[src/rtl/keccak_core_arbiter.sv]
// rtl/keccak_core_arbiter.sv - shares one SHA3-512 core between two message requesters
//
// Purpose:
//   Grants the core to one requester per message (round robin on ties),
//   forwards the owner's word stream to the padder, captures the finished
//   hash, and pulses the core reset between messages because the padder's
//   is_last state is sticky.
//
// Ports:
//   clk, reset           clock; synchronous active-high reset
//   in0/in1              requester message words
//   in_ready0/in_ready1  word valid; first assertion requests ownership
//   is_last0/is_last1    word is the final one of the message
//   byte_num0/byte_num1  valid bytes in the final word
//   ack0/ack1            word consumed this cycle
//   hash_valid0/1        hash_out holds this requester's result
//   hash_ack0/1          requester has taken the result
//   hash_out             captured hash (shared)
//   busy                 arbiter is not idle
//   owner                current or most recent owner
//   core_*               padder / permutation interface

module keccak_core_arbiter #(
   parameter int HASH_W       = 512,
   parameter int CLEAR_CYCLES = 2
) (
   input  logic              clk,
   input  logic              reset,
   input  logic [31:0]       in0,
   input  logic [31:0]       in1,
   input  logic              in_ready0,
   input  logic              in_ready1,
   input  logic              is_last0,
   input  logic              is_last1,
   input  logic [1:0]        byte_num0,
   input  logic [1:0]        byte_num1,
   output logic              ack0,
   output logic              ack1,
   output logic              hash_valid0,
   output logic              hash_valid1,
   input  logic              hash_ack0,
   input  logic              hash_ack1,
   output logic [HASH_W-1:0] hash_out,
   output logic              busy,
   output logic              owner,
   output logic              core_reset,
   output logic [31:0]       core_in,
   output logic              core_in_ready,
   output logic              core_is_last,
   output logic [1:0]        core_byte_num,
   input  logic              core_buffer_full,
   input  logic [HASH_W-1:0] core_out,
   input  logic              core_out_ready
);

   // A one-cycle clear still needs a 1-bit counter.
   localparam int               CNT_W    = (CLEAR_CYCLES > 1) ? $clog2(CLEAR_CYCLES) : 1;
   localparam logic [CNT_W-1:0] CNT_LAST = CNT_W'(CLEAR_CYCLES - 1);

   typedef enum logic [2:0] {
      S_IDLE,
      S_STREAM,
      S_WAIT_HASH,
      S_DELIVER,
      S_CLEAR
   } state_t;

   state_t              r_state;
   logic                r_owner;
   logic                r_last_owner;
   logic                r_hash_valid0;
   logic                r_hash_valid1;
   logic [HASH_W-1:0]   r_hash_out;
   logic [CNT_W-1:0]    r_clr_cnt;

   logic                w_is_stream;
   logic [31:0]         w_own_in;
   logic                w_own_ready;
   logic                w_own_last;
   logic [1:0]          w_own_byte_num;
   logic                w_own_hash_ack;
   logic                w_ack;

   // Owner-side view of the two requesters.
   assign w_own_in       = r_owner ? in1       : in0;
   assign w_own_ready    = r_owner ? in_ready1 : in_ready0;
   assign w_own_last     = r_owner ? is_last1  : is_last0;
   assign w_own_byte_num = r_owner ? byte_num1 : byte_num0;
   assign w_own_hash_ack = r_owner ? hash_ack1 : hash_ack0;

   // Gating with reset keeps a stale STREAM state from acking a word that
   // the reset is about to discard.
   assign w_is_stream = (r_state == S_STREAM) & ~reset;

   // The padder's word handshake: a word moves only when it is offered
   // and the padder has room.
   assign w_ack = w_is_stream & w_own_ready & ~core_buffer_full;

   assign ack0 = w_ack & ~r_owner;
   assign ack1 = w_ack &  r_owner;

   assign core_in       = w_is_stream ? w_own_in : 32'h0;
   assign core_in_ready = w_is_stream & w_own_ready;
   assign core_is_last  = w_is_stream & w_own_last & w_own_ready;
   assign core_byte_num = w_is_stream ? w_own_byte_num : 2'b00;

   // Combinational so the core is also held in reset while we are.
   assign core_reset = reset | (r_state == S_CLEAR);

   assign hash_valid0 = r_hash_valid0;
   assign hash_valid1 = r_hash_valid1;
   assign hash_out    = r_hash_out;
   assign owner       = r_owner;
   assign busy        = (r_state != S_IDLE);

   always_ff @(posedge clk) begin
      if (reset) begin
         r_state       <= S_IDLE;
         r_owner       <= 1'b0;
         r_last_owner  <= 1'b1;
         r_hash_valid0 <= 1'b0;
         r_hash_valid1 <= 1'b0;
         r_hash_out    <= '0;
         r_clr_cnt     <= '0;
      end else begin
         case (r_state)
            S_IDLE: begin
               if (in_ready0 | in_ready1) begin
                  // On a tie the requester that did not go last wins.
                  if (in_ready0 & in_ready1) begin
                     r_owner <= ~r_last_owner;
                  end else begin
                     r_owner <= in_ready1;
                  end
                  r_state <= S_STREAM;
               end
            end

            S_STREAM: begin
               if (w_ack & w_own_last) begin
                  r_state <= S_WAIT_HASH;
               end
            end

            S_WAIT_HASH: begin
               if (core_out_ready) begin
                  r_hash_out <= core_out;
                  if (r_owner) begin
                     r_hash_valid1 <= 1'b1;
                  end else begin
                     r_hash_valid0 <= 1'b1;
                  end
                  r_state <= S_DELIVER;
               end
            end

            S_DELIVER: begin
               // Only the owner's acknowledge ends delivery.
               if (w_own_hash_ack) begin
                  r_hash_valid0 <= 1'b0;
                  r_hash_valid1 <= 1'b0;
                  r_last_owner  <= r_owner;
                  r_clr_cnt     <= '0;
                  r_state       <= S_CLEAR;
               end
            end

            S_CLEAR: begin
               if (r_clr_cnt == CNT_LAST) begin
                  r_clr_cnt <= '0;
                  r_state   <= S_IDLE;
               end else begin
                  r_clr_cnt <= r_clr_cnt + 1'b1;
               end
            end

            default: begin
               r_state <= S_IDLE;
            end
         endcase
      end
   end

endmodule

[config.mk]
export PLATFORM = sky130hd
export DESIGN_NAME = keccak_core_arbiter
export DESIGN_NICKNAME = d
export VERILOG_FILES = /design/src/rtl/keccak_core_arbiter.sv
export SDC_FILE = /design/constraint.sdc
export NUM_CORES = 1
export LEC_CHECK = 0
export ABC_AREA = 1
export CAP_MARGIN = 20
export CORE_AREA = 4 4 441 443
export DETAILED_ROUTE_END_ITERATION = 8
export DIE_AREA = 0 0 445 447
export GPL_TIMING_DRIVEN = 0
export SLEW_MARGIN = 15
export SYNTH_ARGS = -nofsm -noshare
export SYNTH_HDL_FRONTEND = slang
export SYNTH_SLANG_ARGS = --single-unit
export TNS_END_PERCENT = 30
[constraint.sdc]
create_clock -name clk -period 1.2 [get_ports clk]
set_input_delay 0.18 -clock clk [delete_from_list [all_inputs] [get_ports clk]]
set_output_delay 0.18 -clock clk [all_outputs]
set_load 0.005 [all_outputs]
==> impl_metrics.json, run 1 <==
{
  "min_period_ps": 2080,
  "grt_pass1_vias": 22500,
  "cp_top_family": "buffers and inverters",
  "reg2reg_slack_ps": -870,
  "ys_ff_latch": 520,
  "post_drt_via_cell_ratio": 3.65,
  "clk_pin_slew_ps": 60,
  "synth-edff-count": 0,
  "clock_tree.buffer_depth": 3,
  "antenna_found_initial": 58,
  "grt_start_max_net_pins": 13,
  "cts-buffers-inserted": 68,
  "postRouteAntennaNets": 0,
  "timing.critical_path.required_ps": 1020,
  "syn-instance-count": 2416,
  "full_die_area_mm2": 0.199,
  "unrepaired_setup_endpoints_after_global_routing": "yes",
  "route.detailed.drc": 0,
  "grt_total_ovfl": 0,
  "power_mw": 76.4,
  "cell_internal_pwr_mw": 49.8,
  "syn_area_per_cell_um2": 7.72,
  "ys_warn_count": 0,
  "worst_hold_slack_ps": 86.6,
  "hold_depth": 3,
  "min-delay-path-class": "input port to register",
  "synth_area_leaders": "sky130_fd_sc_hd__dfxtp_1 (56%), sky130_fd_sc_hd__nor2_1 (21%), sky130_fd_sc_hd__o21ai_0 (14%), sky130_fd_sc_hd__clkbuf_1 (2.2%), sky130_fd_sc_hd__buf_6 (2.1%)",
  "final_hold_viol_count": 0,
  "first_pass_grt_wire_length_mm": 215,
  "postSynth.asyncResetShare_pct": 0,
  "final.fill_count": 20700,
  "gpl.final_weighted_congestion": 1.08,
  "net_total_in_the_final_layout": 4359,
  "synth_seq_area_share_pct": 55.8,
  "synth_area_leader_cell": "sky130_fd_sc_hd__dfxtp_1",
  "p_comb_share_pct": 39.7,
  "slew_violations": 0,
  "tritoncts_clock_tree": "yes",
  "io_buffer_count": 1144,
  "num_rows": 160,
  "detail_route.wirelength_mm": 171,
  "crit_type": "register to primary output",
  "cap_viol_max_count": 0,
  "cp_slowest_cell": "sky130_fd_sc_hd__dfxtp_4",
  "r2r_cells": 10,
  "grt_util_overall_pct": 16.3,
  "die_w_um": 445,
  "placement_setup_slack_ps": -2630,
  "failed_checks": "setup timing",
  "worstHoldEndpoint": "hash_out[97]",
  "syn-num-nets": 3006,
  "reg_to_reg_startpoint": "r_state[2]",
  "p_sw_share_pct": 34.8,
  "hold_path_startpoint": "core_out[97]",
  "top_level_ports": 1145,
  "dieHeight_um": 447,
  "clk_latency_ps": 700,
  "detail_route.wl_per_cell_um": 26.9,
  "synth.cell_area_mm2": 0.0186,
  "max_slew_margin_pct": 35.3,
  "net-switching-power_mw": 26.6,
  "timing_worst_slew_pin_value_ps": 971,
  "synth.distinct_cells": 25,
  "cts_root_buffer": "sky130_fd_sc_hd__clkbuf_16",
  "power_frac_seq_pct": 31.6,
  "p_leak_nw": 15.0,
  "cp_data_arrival_time_ps": 1900,
  "fmax_mhz": 480,
  "detailedRoute.firstIterationViolations": 2024,
  "critical-path-top-cell-by-count": "sky130_fd_sc_hd__buf_6",
  "proportion_of_netlist_area_held_by_the_largest_area_contributor_pct": 55.8,
  "clockPowerShare_pct": 28.7,
  "p_per_area_mw_per_mm2": 1880,
  "cts_max_level": 3,
  "fin_ws_ps": -884,
  "flow.area_growth_from_synthesis_pct": 118,
  "final_hpwl_dp_mm": 140,
  "cpPeakStageDelay_ps": 350,
  "setup-violations-final": 1072,
  "fin_crit_sh_pct": 174,
  "final_layout_size_suffix_gt1_share_pct": 24.9,
  "cts.sink_count": 520,
  "setup.worst_path.start_class": "register",
  "end_kind": "primary output",
  "peak_supply_drop_uv": 1210,
  "fp.coreArea_mm2": 0.190,
  "ys_dominant_reg_cell": "sky130_fd_sc_hd__dfxtp_1",
  "timing.critical_path.cells": "nor2_4, nand3_4, buf_4, buf_6, a21oi_4, buf_6",
  "route.vias.total": 23100,
  "start_util_pct": 9.81,
  "outcome": "finished with violations",
  "timing.critical_path.fanout_max": 8,
  "path_buf_inv": 3,
  "worst_clock_skew_ps": 57.4,
  "r2r_end": "hash_out[428]",
  "first_pass_iters": 6
}
how the worst max path moves through the flow:
stage	from	to	slack [ps]	depth (start not counted)
floorplan	r_state[2]	hash_out[380]	-50	9
global route	r_state[2]	core_in[13]	-980	6
CTS	r_state[1]	core_in[13]	-990	6
detailed placement	reset	hash_out[173]	-2630	7
finish	r_state[2]	core_byte_num[1]	-880	6
global placement	reset	hash_out[173]	-2640	7
cell usage in the layout (no fill, tap or decap), types with 6 or more instances in the layout:
cell | netlist | final
sky130_fd_sc_hd__buf_4 | 10 | 55
sky130_fd_sc_hd__clkinv_2 | 0 | 8
sky130_fd_sc_hd__o21ai_1 | 0 | 334
sky130_fd_sc_hd__o21ai_2 | 0 | 113
sky130_fd_sc_hd__a21oi_4 | 0 | 8
sky130_fd_sc_hd__dfxtp_4 | 0 | 20
sky130_fd_sc_hd__o21ai_4 | 0 | 7
sky130_fd_sc_hd__clkbuf_2 | 0 | 6
sky130_fd_sc_hd__buf_6 | 34 | 136
sky130_fd_sc_hd__buf_16 | 0 | 38
sky130_fd_sc_hd__buf_2 | 19 | 29
sky130_fd_sc_hd__inv_1 | 11 | 9
sky130_fd_sc_hd__buf_12 | 0 | 52
sky130_fd_sc_hd__dfxtp_1 | 520 | 398
sky130_fd_sc_hd__a21oi_2 | 0 | 25
sky130_fd_sc_hd__nor2_2 | 1 | 71
sky130_fd_sc_hd__clkbuf_8 | 0 | 30
sky130_fd_sc_hd__clkbuf_16 | 0 | 91
sky130_fd_sc_hd__a21oi_1 | 40 | 7
sky130_fd_sc_hd__clkbuf_1 | 108 | 56
sky130_fd_sc_hd__clkdlybuf4s50_1 | 0 | 981
sky130_fd_sc_hd__buf_8 | 4 | 54
sky130_fd_sc_hd__dfxtp_2 | 0 | 102
sky130_fd_sc_hd__o21ai_0 | 518 | 64
sky130_fd_sc_hd__nand2_1 | 93 | 90
sky130_fd_sc_hd__nor2_1 | 1035 | 918
sky130_fd_sc_hd__diode_2 | 0 | 19
sky130_fd_sc_hd__nor2_4 | 1 | 48
sky130_fd_sc_hd__clkbuf_4 | 1 | 24
cells by family (layout without fill, tap and decap cells):
family                 Yosys count  after routing  synth area share [%]
AO/OA/AOI/OAI                  559            559                  15.0
buffers and inverters          195           1598                  5.91
flip-flops                     520            520                  55.8
other                            0             19                     0
AND/OR/NAND/NOR               1142           1142                  23.2
cell type report:
cell class / count / area [um^2] / share of cell area [%]
flip-flops and latches: 520 / 10600 / 26.1
clock inverters: 26 / 377 / 0.926
plain buffers: 178 / 2000 / 4.92
repair buffers: 1285 / 14000 / 34.4
multi-input cells: 1701 / 8400 / 20.6
clock buffers: 94 / 1990 / 4.89
well taps: 2511 / 3140 / 7.72
diodes: 19 / 47.5 / 0.117
repair inverters: 1 / 30.0 / 0.0738
inverters: 14 / 88.8 / 0.218
timing repair:
| action | in CTS | in global routing |
|---|---|---|
| pin swaps | 109 | 67 |
| setup endpoints to repair | 1072 | 1071 |
| buffers inserted | 46 | 50 |
| resized for setup | 973 | 752 |
| hold buffers | 1 | 0 |
| endpoints found under the hold margin | 5 | 0 |
| gates cloned | 46 | 1 |
power groups by stage:
stage / clock (mW) / combinational, mW / sequential, mW
2_1_floorplan: 0 / 7.68 / 23.5
3_3_place_gp: 0 / 23.9 / 23.6
3_5_place_dp: 0 / 23.9 / 23.7
4_1_cts: 22.7 / 29.2 / 23.8
5_1_grt: 23.1 / 32.3 / 24.5
6_report: 22.0 / 30.3 / 24.1
worst reg2reg max path: cells and delay by family, from the launching register on:
family / cells / cell delay (ps)
AO/OA/AOI/OAI: 1 / 480
buffers and inverters: 5 / 730
flip-flops: 1 / 350
AND/OR/NAND/NOR: 4 / 410
registers in the layout, summed over array words and instances, names as in the netlist:
| name | count |
|---|---|
| hash_out | 512 |
| hash_valid0 | 1 |
| hash_valid1 | 1 |
| owner | 1 |
| r_clr_cnt | 1 |
| r_last_owner | 1 |
| r_state | 3 |
through the flow:
step	utilization (%)	area, um^2	TNS, ps	cells
after floorplan	-	18900	-22090	2416
after global placement	17.6	33500	-889220	6071
after detailed placement	17.6	33500	-897590	6071
after CTS	20.8	39600	-675260	6281
after global routing	21.4	40700	-705610	6345
final	21.4	40700	-609540	6349
metal layers:
layer  wire, um  share of wire (%)  up-vias  track usage (%)
li1           -                  -    10500                -
met4       6590                3.9       12             6.17
met1      64900                 38    11100             18.9
met5        261               0.15        -                0
met2      78000                 46     1264             26.1
met3      21300                 12      248             7.55
cell usage after synthesis (2+ instances only):
| cell | instances |
|---|---|
| sky130_fd_sc_hd__buf_2 | 19 |
| sky130_fd_sc_hd__buf_6 | 34 |
| sky130_fd_sc_hd__nand4_1 | 2 |
| sky130_fd_sc_hd__nand2_1 | 93 |
| sky130_fd_sc_hd__buf_1 | 5 |
| sky130_fd_sc_hd__nor2_1 | 1035 |
| sky130_fd_sc_hd__inv_2 | 2 |
| sky130_fd_sc_hd__inv_1 | 11 |
| sky130_fd_sc_hd__nand3_1 | 5 |
| sky130_fd_sc_hd__clkbuf_1 | 108 |
| sky130_fd_sc_hd__a21oi_1 | 40 |
| sky130_fd_sc_hd__o21ai_0 | 518 |
| sky130_fd_sc_hd__dfxtp_1 | 520 |
| sky130_fd_sc_hd__buf_8 | 4 |
| sky130_fd_sc_hd__buf_4 | 10 |
Note: power is estimated with default switching activity, not from simulation.
==> run 2: changes to the inputs <==
- CTS_CLUSTER_SIZE: unset -> 8
==> run 2 against run 1 <==
  * The flow still finishes with violations (setup timing)
  * Die area stayed put
  * Non-clock buffer count down 8
  * Total power up 2.4%
  * Maximum frequency decreased by 2.2%
  * Hold slack gained 1.7 ps
  * Register-to-register slack improved by 180 ps
  * Design area rose by 1.8%
==> impl_metrics.json, run 2 (synthesized netlist as in run 1, its figures left out) <==
{
  "detail_route.wirelength_mm": 173,
  "failed_checks": "setup timing",
  "cts_max_level": 3,
  "setup.worst_path.start_class": "register",
  "p_per_area_mw_per_mm2": 1890,
  "min_period_ps": 2130,
  "tritoncts_clock_tree": "yes",
  "cp_data_arrival_time_ps": 1950,
  "final_cell_mix": "sky130_fd_sc_hd__clkdlybuf4s50_1 (994), sky130_fd_sc_hd__nor2_1 (785), sky130_fd_sc_hd__dfxtp_1 (415)",
  "gpl.final_weighted_congestion": 1.08,
  "io_buffer_count": 1144,
  "unrepaired_setup_endpoints_after_global_routing": "yes",
  "multi_input_area_mm2": 0.00912,
  "p_leak_nw": 15.2,
  "fmax_mhz": 470,
  "clk_pin_slew_ps": 60,
  "cap_viol_max_count": 0,
  "slew_violations": 0,
  "cts-buffers-inserted": 81,
  "clk_latency_ps": 700,
  "grt_total_ovfl": 0,
  "postRouteAntennaNets": 0,
  "cts.sink_count": 520,
  "top_level_ports": 1145,
  "worst_clock_skew_ps": 31.7,
  "antenna_found_initial": 61,
  "fin_ws_ps": -930,
  "seq_area_mm2": 0.0106,
  "max_slew_margin_pct": 32.5,
  "net_total_in_the_final_layout": 4364,
  "cts_root_buffer": "sky130_fd_sc_hd__clkbuf_16",
  "detailedRoute.firstIterationViolations": 2138,
  "clock_tree.buffer_depth": 3,
  "full_die_area_mm2": 0.199,
  "grt_pass1_vias": 22500,
  "timing.critical_path.required_ps": 1020,
  "timing.critical_path.fanout_max": 8,
  "num_rows": 160,
  "fin_crit_sh_pct": 177,
  "post_drt_via_cell_ratio": 3.67,
  "end_kind": "primary output",
  "flow.area_growth_from_synthesis_pct": 122,
  "timing_worst_slew_pin_value_ps": 1010,
  "final_hpwl_dp_mm": 140,
  "reg2reg_slack_ps": -690,
  "first_pass_grt_wire_length_mm": 213,
  "min-delay-path-class": "input port to register",
  "route.vias.total": 23200,
  "die_w_um": 445,
  "crit_type": "register to primary output",
  "grt_start_max_net_pins": 13,
  "outcome": "finished with violations",
  "start_util_pct": 9.81,
  "first_pass_iters": 7,
  "placement_setup_slack_ps": -2630,
  "dieHeight_um": 447,
  "final_hold_viol_count": 0,
  "route.detailed.drc": 0,
  "final.fill_count": 20600,
  "setup-violations-final": 1073,
  "peak_supply_drop_uv": 1190,
  "grt_util_overall_pct": 16.1,
  "final_layout_size_suffix_gt1_share_pct": 26.4,
  "layout_commonest_cell": "sky130_fd_sc_hd__clkdlybuf4s50_1",
  "largest_register_ffs": 512,
  "detail_route.wl_per_cell_um": 27.3,
  "fin_tns_setup_ps": -571650,
  "fp.coreArea_mm2": 0.190
}
[run 2: worst paths after layout]
check | start | endpoint | cells after the start
hold / removal | core_out[97] | hash_out[97] | 3
setup / recovery | r_state[1] | core_in[15] | 6
setup reg to reg | r_state[1] | hash_out[94] | 10
hold reg to reg | hash_out[32] | hash_out[32] | 2
[run 2: what timing repair did]
action / in CTS / in global routing
gates cloned: 33 / 29
setup buffers: 35 / 32
setup endpoints to repair: 1072 / 1075
hold buffers: 9 / 0
pin swaps: 24 / 182
resized for setup: 683 / 1134
endpoints found under the hold margin: 13 / 0
[run 2: layout make-up]
type / count / area share (%)
Buffer: 180 / 4.91
Clock inverter: 16 / 0.707
Clock buffer: 90 / 5.10
Sequential cell: 520 / 25.6
Tap cell: 2511 / 7.59
Timing Repair Buffer: 1275 / 33.7
Inverter: 14 / 0.208
Timing Repair inverter: 1 / 0.0725
Multi-Input combinational cell: 1701 / 22.0
Antenna cell: 20 / 0.121
[run 2: per-layer routing]
metal	routed length (um)	GRT usage, %	share of wire (%)
met1	62500	17.9	36
met5	74	0	0.043
met3	24500	9.07	14
met4	6820	6.79	3.9
met2	79100	25.3	46
[run 2: where the power goes]
part           leakage, nW  switching (mW)  total (mW)  internal, mW
sequential            4.29            3.24        24.5          21.3
clock                 1.16            9.34        22.6          13.3
combinational         9.75            14.8        31.1          16.3
total                 15.2            27.4        78.3          50.8
[run 2: worst max-delay path, stage by stage, from the launching register on]
cell,delay [ps]
sky130_fd_sc_hd__dfxtp_4,350
sky130_fd_sc_hd__nor2_4,130
sky130_fd_sc_hd__nand3_4,200
sky130_fd_sc_hd__buf_6,200
sky130_fd_sc_hd__buf_6,130
sky130_fd_sc_hd__a21oi_2,100
sky130_fd_sc_hd__buf_2,150
[run 2: metrics by stage]
stage          total power [mW]  cell area (um^2)  std cells  util, %  hold WS [ps]
2_1_floorplan              31.2             18900       2416        -           242
6_report                   78.3             41400       6328     21.8          88.2
3_3_place_gp               47.5             33500       6071     17.6           462
4_1_cts                    74.5             38400       6252     20.2         0.859
5_1_grt                    81.8             41400       6324     21.8          40.6
3_5_place_dp               47.7             33500       6071     17.6           470
==> run 3: changes to the inputs <==
- SKIP_CTS_REPAIR_TIMING: unset -> 1
==> run 3 against run 2 <==
  * The flow still finishes with violations (setup timing)
  * Clock-buffer cell count stayed put
  * Maximum frequency fell by 3.4%
  * Worst setup slack got worse by 74 ps
  * Cell count fell by 0.82%
  * Die area unchanged
  * Combinational power decreased by 10%
  * Via count is 1.6% lower
  * Critical endpoint is now ack0
==> impl_metrics.json, run 3 (synthesized netlist as in run 1, its figures left out) <==
{
  "cp_data_arrival_time_ps": 2020,
  "io_buffer_count": 1144,
  "first_pass_iters": 5,
  "route.detailed.drc": 0,
  "finalInstanceArea_mm2": 0.0387,
  "detail_route.wirelength_mm": 169,
  "post_drt_via_cell_ratio": 3.64,
  "layout_commonest_cell": "sky130_fd_sc_hd__clkdlybuf4s50_1",
  "largest_register_ffs": 512,
  "end_kind": "primary output",
  "clk_latency_ps": 700,
  "min_period_ps": 2200,
  "timing.critical_path.fanout_max": 4,
  "grt_pass1_vias": 21700,
  "crit_type": "register to primary output",
  "placement_setup_slack_ps": -2630,
  "failed_checks": "setup timing",
  "p_leak_nw": 13.9,
  "slew_violations": 0,
  "worst_clock_skew_ps": 31.7,
  "net_total_in_the_final_layout": 4311,
  "route.vias.total": 22900,
  "full_die_area_mm2": 0.199,
  "fin_crit_sh_pct": 184,
  "fin_ws_ps": -1000,
  "detailedRoute.firstIterationViolations": 2178,
  "final_layout_size_suffix_gt1_share_pct": 17.0,
  "final_hold_viol_count": 0,
  "antenna_found_initial": 58,
  "p_per_area_mw_per_mm2": 1930,
  "cts-buffers-inserted": 81,
  "grt_total_ovfl": 0,
  "fmax_mhz": 454,
  "cp_slowest_cell": "sky130_fd_sc_hd__dfxtp_4",
  "cp_top_family": "simple AND/OR/NAND/NOR gates",
  "dpl_cell_area_mm2": 0.0335,
  "path_buf_inv": 2,
  "outcome": "finished with violations",
  "unrepaired_setup_endpoints_after_global_routing": "yes",
  "grt_util_overall_pct": 15.6,
  "setup-violations-final": 1075,
  "timing.critical_path.cells": "nor2_4, nand3_4, buf_6, nor2_4, nand2_4, nor2_4, buf_6",
  "peak_supply_drop_uv": 1190,
  "num_rows": 160,
  "power_mw": 74.7,
  "dieHeight_um": 447,
  "final_hpwl_dp_mm": 140,
  "clock_tree.buffer_depth": 3,
  "cpPeakStageDelay_ps": 360,
  "cap_viol_max_count": 0,
  "detail_route.wl_per_cell_um": 27.0,
  "top_level_ports": 1145,
  "setup.worst_path.start_class": "register",
  "flow.area_growth_from_synthesis_pct": 108,
  "min-delay-path-class": "input port to register",
  "max_slew_margin_pct": 30.0,
  "cts_root_buffer": "sky130_fd_sc_hd__clkbuf_16",
  "grt_start_max_net_pins": 13,
  "first_pass_grt_wire_length_mm": 205,
  "timing.critical_path.required_ps": 1020,
  "gpl.final_weighted_congestion": 1.08,
  "tritoncts_clock_tree": "yes",
  "timing_worst_slew_pin_value_ps": 1050,
  "start_util_pct": 9.81,
  "critical-path-top-cell-by-count": "sky130_fd_sc_hd__nor2_4",
  "die_w_um": 445,
  "cts_max_level": 3,
  "fp.coreArea_mm2": 0.190,
  "final_cell_mix": "sky130_fd_sc_hd__clkdlybuf4s50_1 (1085), sky130_fd_sc_hd__nor2_1 (832), sky130_fd_sc_hd__dfxtp_1 (498)",
  "cts.sink_count": 520,
  "postRouteAntennaNets": 0,
  "clk_pin_slew_ps": 50
}
## run 3: metrics by stage
stage	util, %	cells	hold slack, ps	TNS [ps]
after floorplan	-	2416	242	-22090
after global placement	17.6	6071	462	-889220
after detailed placement	17.6	6071	470	-897590
after CTS	18.9	6177	-11.6	-949860
after global routing	20.4	6275	39.1	-814080
final	20.4	6276	93.1	-699530
## run 3: worst register-to-register path: cells and delay by family (launching register included)
kind	cells	cell delay, ps
flops	1	320
compound gates	1	530
simple gates	3	440
buf+inv	4	730
## run 3: where the power goes
part           switching, mW  internal, mW
clock network           9.31          13.3
registers               2.94          21.1
logic                   13.8          14.3
total                   26.0          48.7
## run 3: path summary, 6_finish.rpt
path | start | to | slack (ps) | cells past startpoint
worst min-delay path | core_out[63] | hash_out[63] | 90 | 3
worst min register to register | hash_out[32] | hash_out[32] | 480 | 2
worst max register to register | r_state[0] | hash_out[427] | -960 | 8
worst max-delay path | r_state[1] | ack0 | -1000 | 7
## run 3: per-layer routing
| layer | GRT usage, % | share of wire [%] | up-vias |
|---|---|---|---|
| li1 | - | - | 10400 |
| met1 | 17.5 | 37 | 10900 |
| met2 | 24.0 | 46 | 1253 |
| met3 | 8.61 | 13 | 261 |
| met4 | 7.06 | 3.6 | 10 |
| met5 | 0 | 0.033 | - |
## run 3: layout make-up
| class | instances | area, um^2 |
|---|---|---|
| fillers | 20900 | 151000 |
| clock buffers | 90 | 2110 |
| flip-flops and latches | 520 | 10500 |
| diodes | 21 | 52.6 |
| plain buffers | 179 | 1610 |
| well taps | 2511 | 3140 |
| repair buffers | 1222 | 12800 |
| clock inverters | 16 | 293 |
| inverters | 14 | 86.3 |
| multi-input cells | 1703 | 8190 |
